--- config.mk ---
export PLATFORM = sky130hd
export DESIGN_NAME = cpu_sequencer
export DESIGN_NICKNAME = d
export VERILOG_FILES = /design/src/rtl/cpu_pkg.sv /design/src/rtl/cpu_decode.sv /design/src/rtl/cpu_sequencer.sv
export SDC_FILE = /design/constraint.sdc
export NUM_CORES = 1
export LEC_CHECK = 0
export CAP_MARGIN = 0
export CORE_MARGIN = 1.5
export CORE_UTILIZATION = 42
export CTS_CLUSTER_DIAMETER = 40
export DETAILED_ROUTE_END_ITERATION = 7
export PLACE_DENSITY = 0.79
export REMOVE_ABC_BUFFERS = 1
export SYNTH_ARGS = -nofsm -noshare
export SYNTH_HDL_FRONTEND = slang
export SYNTH_SLANG_ARGS = --single-unit
--- constraint.sdc ---
create_clock -name clk -period 2.2 [get_ports clk]
set_input_delay 0.44 -clock clk [delete_from_list [all_inputs] [get_ports clk]]
set_output_delay 0.44 -clock clk [all_outputs]
set_load 0.02 [all_outputs]
--- src/rtl/cpu_pkg.sv ---
// Shared opcode, ALU-class and FSM-state definitions for the virtual CPU.
package cpu_pkg;

  localparam int unsigned OPC_W = 8;

  localparam logic [OPC_W-1:0] OP_AND    = 8'h00;
  localparam logic [OPC_W-1:0] OP_OR     = 8'h01;
  localparam logic [OPC_W-1:0] OP_ADD    = 8'h02;
  localparam logic [OPC_W-1:0] OP_SUB    = 8'h03;
  localparam logic [OPC_W-1:0] OP_LOAD   = 8'h04;
  localparam logic [OPC_W-1:0] OP_STORE  = 8'h05;
  localparam logic [OPC_W-1:0] OP_BRANCH = 8'h06;
  localparam logic [OPC_W-1:0] OP_HALT   = 8'hFF;

  localparam logic [1:0] ALU_NONE  = 2'd0;
  localparam logic [1:0] ALU_LOGIC = 2'd1;
  localparam logic [1:0] ALU_ARITH = 2'd2;

  typedef enum logic [2:0] {
    FETCH  = 3'd0,
    DECODE = 3'd1,
    EXEC   = 3'd2,
    MEM    = 3'd3,
    WB     = 3'd4,
    HALT   = 3'd5
  } state_t;

endpackage

--- src/rtl/cpu_decode.sv ---
// Combinational opcode-to-class decoder; exactly one class flag is high.
module cpu_decode
  import cpu_pkg::*;
(
  input  logic [7:0] opcode,
  output logic       is_alu,
  output logic       is_load,
  output logic       is_store,
  output logic       is_branch,
  output logic       is_halt,
  output logic       is_illegal,
  output logic [1:0] alu_op
);

  always_comb begin
    is_alu     = 1'b0;
    is_load    = 1'b0;
    is_store   = 1'b0;
    is_branch  = 1'b0;
    is_halt    = 1'b0;
    is_illegal = 1'b0;
    alu_op     = ALU_NONE;
    case (opcode)
      OP_AND, OP_OR: begin
        is_alu = 1'b1;
        alu_op = ALU_LOGIC;
      end
      OP_ADD, OP_SUB: begin
        is_alu = 1'b1;
        alu_op = ALU_ARITH;
      end
      OP_LOAD:   is_load   = 1'b1;
      OP_STORE:  is_store  = 1'b1;
      OP_BRANCH: is_branch = 1'b1;
      OP_HALT:   is_halt   = 1'b1;
      default:   is_illegal = 1'b1;
    endcase
  end

endmodule

--- src/rtl/cpu_sequencer.sv ---
// Multi-cycle FETCH/DECODE/EXEC/MEM/WB sequencer owning PC, IR and the retired counter.
// Strobes are registered from the next state, so each one is high exactly while its state is active.
module cpu_sequencer
  import cpu_pkg::*;
#(
  parameter int unsigned PC_W    = 8,
  parameter int unsigned INSTR_W = 16,
  parameter int unsigned CNT_W   = 16
) (
  input  logic               clk,
  input  logic               rst,
  output logic               imem_req,
  output logic [PC_W-1:0]    imem_addr,
  input  logic [INSTR_W-1:0] imem_rdata,
  input  logic               imem_ready,
  output logic               dmem_rd,
  output logic               dmem_wr,
  output logic [7:0]         dmem_addr,
  input  logic               dmem_ready,
  output logic [1:0]         alu_op,
  output logic               alu_sel,
  output logic               reg_we,
  input  logic               zero_flag,
  output logic [PC_W-1:0]    pc,
  output logic [7:0]         opcode,
  output logic               halted,
  output logic               illegal,
  output logic [CNT_W-1:0]   retired
);

  state_t             state, next_state;
  logic [INSTR_W-1:0] ir, ir_next;
  logic [PC_W-1:0]    pc_next;
  logic [CNT_W-1:0]   retired_next;
  logic               halted_next, illegal_next;
  logic               imem_req_next, dmem_rd_next, dmem_wr_next, reg_we_next;
  logic [1:0]         alu_op_next;

  logic       is_alu, is_load, is_store, is_branch, is_halt, is_illegal;
  logic [1:0] dec_alu_op;
  logic       fetch_done, mem_done;

  assign opcode    = ir[INSTR_W-1 -: 8];
  assign alu_sel   = ir[8];
  assign dmem_addr = ir[7:0];
  assign imem_addr = pc;

  cpu_decode u_decode (
    .opcode     (opcode),
    .is_alu     (is_alu),
    .is_load    (is_load),
    .is_store   (is_store),
    .is_branch  (is_branch),
    .is_halt    (is_halt),
    .is_illegal (is_illegal),
    .alu_op     (dec_alu_op)
  );

  // Handshakes only count while the matching strobe is actually on the bus.
  assign fetch_done = imem_req && imem_ready;
  assign mem_done   = (dmem_rd || dmem_wr) && dmem_ready;

  always_ff @(posedge clk or posedge rst) begin
    if (rst) begin
      state <= FETCH;
    end else begin
      state <= next_state;
    end
  end

  always_comb begin
    next_state   = state;
    ir_next      = ir;
    pc_next      = pc;
    retired_next = retired;
    halted_next  = halted;
    illegal_next = illegal;

    case (state)
      FETCH: begin
        if (halted) begin
          next_state = HALT;
        end else if (fetch_done) begin
          ir_next    = imem_rdata;
          pc_next    = pc + PC_W'(1);
          next_state = DECODE;
        end
      end
      DECODE: begin
        if (is_halt) begin
          halted_next  = 1'b1;
          retired_next = retired + CNT_W'(1);
          next_state   = HALT;
        end else if (is_illegal) begin
          halted_next  = 1'b1;
          illegal_next = 1'b1;
          next_state   = HALT;
        end else if (is_load || is_store) begin
          next_state = MEM;
        end else if (is_alu || is_branch) begin
          next_state = EXEC;
        end
      end
      EXEC: begin
        if (is_branch) begin
          if (zero_flag) begin
            pc_next = ir[PC_W-1:0];
          end
          retired_next = retired + CNT_W'(1);
          next_state   = FETCH;
        end else begin
          next_state = WB;
        end
      end
      MEM: begin
        if (mem_done) begin
          if (is_load) begin
            next_state = WB;
          end else begin
            retired_next = retired + CNT_W'(1);
            next_state   = FETCH;
          end
        end
      end
      WB: begin
        retired_next = retired + CNT_W'(1);
        next_state   = FETCH;
      end
      HALT: begin
        next_state = HALT;
      end
      default: begin
        next_state = HALT;
      end
    endcase

    // Strobes for the coming cycle, derived from the state being entered.
    imem_req_next = (next_state == FETCH) && !halted_next;
    dmem_rd_next  = (next_state == MEM) && is_load;
    dmem_wr_next  = (next_state == MEM) && is_store;
    reg_we_next   = (next_state == WB);
    alu_op_next   = (next_state == EXEC) ? dec_alu_op : ALU_NONE;
  end

  always_ff @(posedge clk or posedge rst) begin
    if (rst) begin
      ir       <= '0;
      pc       <= '0;
      retired  <= '0;
      halted   <= 1'b0;
      illegal  <= 1'b0;
      imem_req <= 1'b0;
      dmem_rd  <= 1'b0;
      dmem_wr  <= 1'b0;
      reg_we   <= 1'b0;
      alu_op   <= ALU_NONE;
    end else begin
      ir       <= ir_next;
      pc       <= pc_next;
      retired  <= retired_next;
      halted   <= halted_next;
      illegal  <= illegal_next;
      imem_req <= imem_req_next;
      dmem_rd  <= dmem_rd_next;
      dmem_wr  <= dmem_wr_next;
      reg_we   <= reg_we_next;
      alu_op   <= alu_op_next;
    end
  end

endmodule
Word level (Yosys, flattened, before mapping)
Cells that the tools add are included.

cells by class
  muxes and demuxes = 30
  add/subtract/negate cells = 2
  bitwise operators = 3
  equality and inequality tests = 21
  reductions and logical operators = 22

operators with widths
  kind                   number
  $mux 16                4
  $pmux 16 s4            1
  $mux 8                 4
  $mux 3                 9
  $eq 8x3->1 const B     3
  $add 16x1->16 const B  1
  $eq 8x2->1 const B     2
  $pmux 8 s2             1
  $pmux 3 s5             1
  $ne 2x2->1 const B     7
  $eq 3x2->1 const B     4
  $reduce_and 5->1       2
  $add 8x1->8 const B    1
  $eq 8x1->1 const B     1
  $eq 8x8->1 const B     1
  $logic_not 8->1        1
  $mux 1                 8
  $reduce_or 8->1        1
  $eq 3x3->1 const B     2
  $logic_not 3->1        2
  $reduce_and 3->1       2
  $logic_and 1x1->1      5
  $pmux 2 s2             1
  $reduce_bool 4->1      1
  other kinds (8)        13

word-level totals
  register bits after elaboration = 51
  word-level logic and storage cells = 89
  input port bits = 21

Longest topological paths before layout
Gate-level depths: netlist of run 1.

  word-level depth = 11
  gate-level depth with buffers = 7

By module
A second synthesis of run 1 with hierarchy kept.

second synthesis, totals
  cells, all modules = 233
  area total of the unflattened synthesis = 2509.9 um^2

modules (own cells, without submodules)
  module         area each (um^2)  sequential area each (um^2)  cells each  instances
  cpu_sequencer  2418.6            1276.2                       219         1
  cpu_decode     91.3              0.0                          14          1

Worst setup path after synthesis of run 1
Ideal clock, no wire load.

  path kind = flip-flop to flip-flop
  start = register ir[8]
  end = register pc[2] (netlist: imem_addr[2])
  path slack = -6 ps
  data arrival time = 2133 ps
  buffers on the path = 1
  cell stages (with the launch flop) = 7
  library setup time = 73 ps
  path through = dfrtp_1 > or4b_4 > or4_4 > a22oi_4 > buf_6 > a21oi_2 > a21oi_2

between the ends
  longest elaborated chain between the ends = 4

RTL lines
  element                     RTL line              RTL
  from (decl)                 cpu_sequencer.sv:32   logic [INSTR_W-1:0] ir, ir_next;
  from (signal assigned)      cpu_sequencer.sv:158  ir <= ir_next;
  $eq 8x3->1                  cpu_decode.sv:23      case (opcode)
  $mux 1                      cpu_decode.sv:23
  $ne 2x2->1 (no line)        --
  $reduce_and 5->1 (no line)  --
  to (signal assigned)        cpu_sequencer.sv:159  pc <= pc_next;
  to (decl)                   cpu_sequencer.sv:24   output logic [PC_W-1:0] pc,

Every way passes these cells.
A chain may end at the register's enable or synchronous reset.

Worst setup path in the final report of run 1
  start = register ir[8]
  end = register pc[5] (netlist: imem_addr[5])

The elaborated chain is that of the path after synthesis.

==> results.yml, run 1 <==
setup_path:
  critical_path_class: "reg2reg"
  reg2reg_depth: 6
  crit_fanout: 14
  worstPathArrival_ps: 2340
  start_kind: "register"
  end_kind: "register"
  crit_required_ps: 2430
route:
  vias: 2105
  vias_per_cell: 5.210
  drtIter0Drc: 82
  dr.pass1.iters: 4
  ant_nets: 0
  drc: 0
  wire_per_inst_um: 13.75
  drt-total-wl_um: 5553
placement:
  hpwlAfterDp_um: 4141
  place_inst: 397
  io_buffers: 77
  place_congestion: 0.8169
floorplanning:
  die_x_um: 80.36
  num_io_pins: 78
  die_area_sq_mm: 0.006458
  core_area_sq_mm: 0.005642
  initial_core_util: 0.4456
  dieHeight_um: 80.36
  std_cell_rows: 27
finish:
  multi_input_area_sq_mm: 0.001110
  post-route-util: 0.6321
  drive_above_1_share: 0.1898
  fillers: 469
  final_common_cell: "clkdlybuf4s50_1"
  n_antenna_cell: 0
  final_cells: 404
  layout-area-overhead-vs-synth_pct: 41.86
  regArea_sq_mm: 0.001276
  mostFrequentLayoutCells: "77 x clkdlybuf4s50_1, 51 x dfrtp_1, 20 x nand2_1"
  nets: 355
pwr:
  p_switching_uw: 336.7
  p_total_mw: 1.568
  swShare: 0.2147
  power_per_cell_area_mw_per_mm2: 439.8
  p_leak_nw: 1.603
  vdd_drop_max_mv: 0.2892
  power.share.clock: 0.349
  intPower_mw: 1.231
  seq_power_share: 0.600
  power_frac_comb: 0.051
cts:
  cts_buffer_depth: 2
  cts_root_buf: "clkbuf_8"
  htree_levels: 2
  insertion_delay_ps: 300
  clk_pin_slew_ps: 90
  cts.sinks: 51
  cts_tree: "built"
  postCtsSetupBuffers: 0
  numCtsBuffers: 5
grt:
  grt.busiest_layer: "met2"
  grt_pass1_vias: 1988
  globalRouteTotalUtil: 0.1854
  grt_overflow_total: 0
  grt_use_met3: 0.04773
  met1_usage: 0.2410
  antenna_found_initial: 0
  grt_pass1_wl_um: 9246
  grtUsageMet2: 0.3050
  grt_max_degree: 24
synthesis:
  synth_top_family_by_area: "simple AND/OR/NAND/NOR gates"
  muxShareOfSynthArea: 0.07118
  syn_inst: 243
  synthAdderAreaFrac: 0.009955
  synth-compound-area-share: 0.1070
  synth-simple-area-share: 0.1872
  ys_ff_latch: 51
  ys.warnings.count: 0
  ys.flop_type: "dfrtp_1"
  synth_xor_area_frac: 0.05575
  async_flop_share: 1.000
  synth_area_sq_mm: 0.002514
  ys_seq_area_frac: 0.5077
  yosysUniqueCellTypes: 42
  synth-edff-count: 0
  synth.avg_cell_area_sq_um: 10.34
sta:
  finClkSkew_ps: 4.092
  setup_violations: 0
  finalHoldViolCount: 0
  worst_pin_slew_ps: 507.1
  slew_headroom: 0.6614
  post-route-min-period_ps: 2115
  post-route-period-util: 0.9612
  timing.fmax_ghz: 0.4729
  holdWs_ps: 475.5
  tns_ps: 0
  drv_slew: 0
outcome:
  status: "completed"
run:
  max-cap-violations: 0
hold_path:
  hp-class: "in2async"
-- cells by family after synthesis --
family / after synthesis
compound gates: 42
xor+xnor: 16
fa+ha+maj: 2
buf+inv: 29
flops: 51
mux: 16
simple gates: 87
-- cell usage after synthesis (4+ instances only) --
cell     number  area (sq um)
a21oi_1      10         50.05
a21oi_2       5         43.79
buf_4         9         67.56
dfrtp_1      51          1276
inv_1        13         48.80
mux2_2       15         168.9
nand2_1      20         75.07
nand3_1      10         50.05
nand4_1       5         31.28
nor2_1       13         48.80
nor3_1       10         50.05
nor4_1        4         25.02
o21ai_0      17         85.08
o22ai_1       4         25.02
xnor2_1       6         52.55
xor2_1       10         87.58
-- power groups by stage --
stage          Sequential, mW  Clock (mW)  Combinational, mW
2_1_floorplan           0.964           0             0.0211
3_3_place_gp            0.960           0             0.0799
3_5_place_dp            0.960           0             0.0814
4_1_cts                 0.942       0.566             0.0816
5_1_grt                 0.942       0.604             0.0879
6_report                0.942       0.547             0.0792
-- flip-flops by register name, indices dropped and copies added, names as in the netlist --
| signal | flops |
|---|---|
| imem_req | 1 |
| dmem_rd | 1 |
| halted | 1 |
| ir | 16 |
| reg_we | 1 |
| illegal | 1 |
| retired | 16 |
| dmem_wr | 1 |
| alu_op | 2 |
| state | 3 |
| imem_addr | 8 |
-- area by class of cell --
class,count,area share
clock buffer,6,0.02316
clock inverter,1,0.001404
inverter,13,0.01368
multi-input combinational,163,0.3112
sequential,51,0.3579
tap,72,0.02526
timing repair buffer,98,0.2674
-- critical path: stages, from the launching register on --
cell,delay (ps)
dfrtp_1,380
or4b_4,560
or4_4,550
a22oi_4,200
buf_12,170
a21oi_1,60
a21oi_1,120
-- stage by stage --
step | instance area, sq um | worst slack, ps
5_1_grt | 3566 | -0.2687
6_report | 3566 | 85.32
2_1_floorplan | 2409 | -191.0
4_1_cts | 3540 | 81.96
3_3_place_gp | 3452 | 111.3
3_5_place_dp | 3452 | 79.60
-- timing repair --
item                                    CTS  global route
resized for setup                         0             6
endpoints found under the setup margin    0             7
hold buffers                              0             0
-- worst paths after layout --
path                                  start           end  slack, ps
worst max-delay path                  ir[8]  imem_addr[5]         90
worst min-delay path                    rst        ir[11]        480
worst max register to register        ir[8]  imem_addr[5]         90
worst min register to register  retired[15]   retired[15]        480
max in group asynchronous               rst       dmem_rd       1220
min in group clk                retired[15]   retired[15]        480
-- per-layer routing --
| metal | wire length, um | part of all wire | vias to the layer above |
|---|---|---|---|
| met3 | 367 | 0.066 | 6 |
| met2 | 2674 | 0.48 | 75 |
| met1 | 2449 | 0.44 | 1003 |
| met5 | 0 | 0 | - |
| met4 | 61 | 0.011 | 0 |
| li1 | - | - | 1021 |
Power figures use the tool's default switching activity.
==> run 2: changes to the inputs <==
--- a/config.mk
+++ b/config.mk
@@ -10,6 +10,7 @@
 export CORE_UTILIZATION = 42
 export CTS_CLUSTER_DIAMETER = 40
 export DETAILED_ROUTE_END_ITERATION = 7
+export GPL_ROUTABILITY_DRIVEN = 0
 export PLACE_DENSITY = 0.79
 export REMOVE_ABC_BUFFERS = 1
 export SYNTH_ARGS = -nofsm -noshare
==> results of run 2 <==
No change in the layout: final DEF, timing and power equal those of run 1.
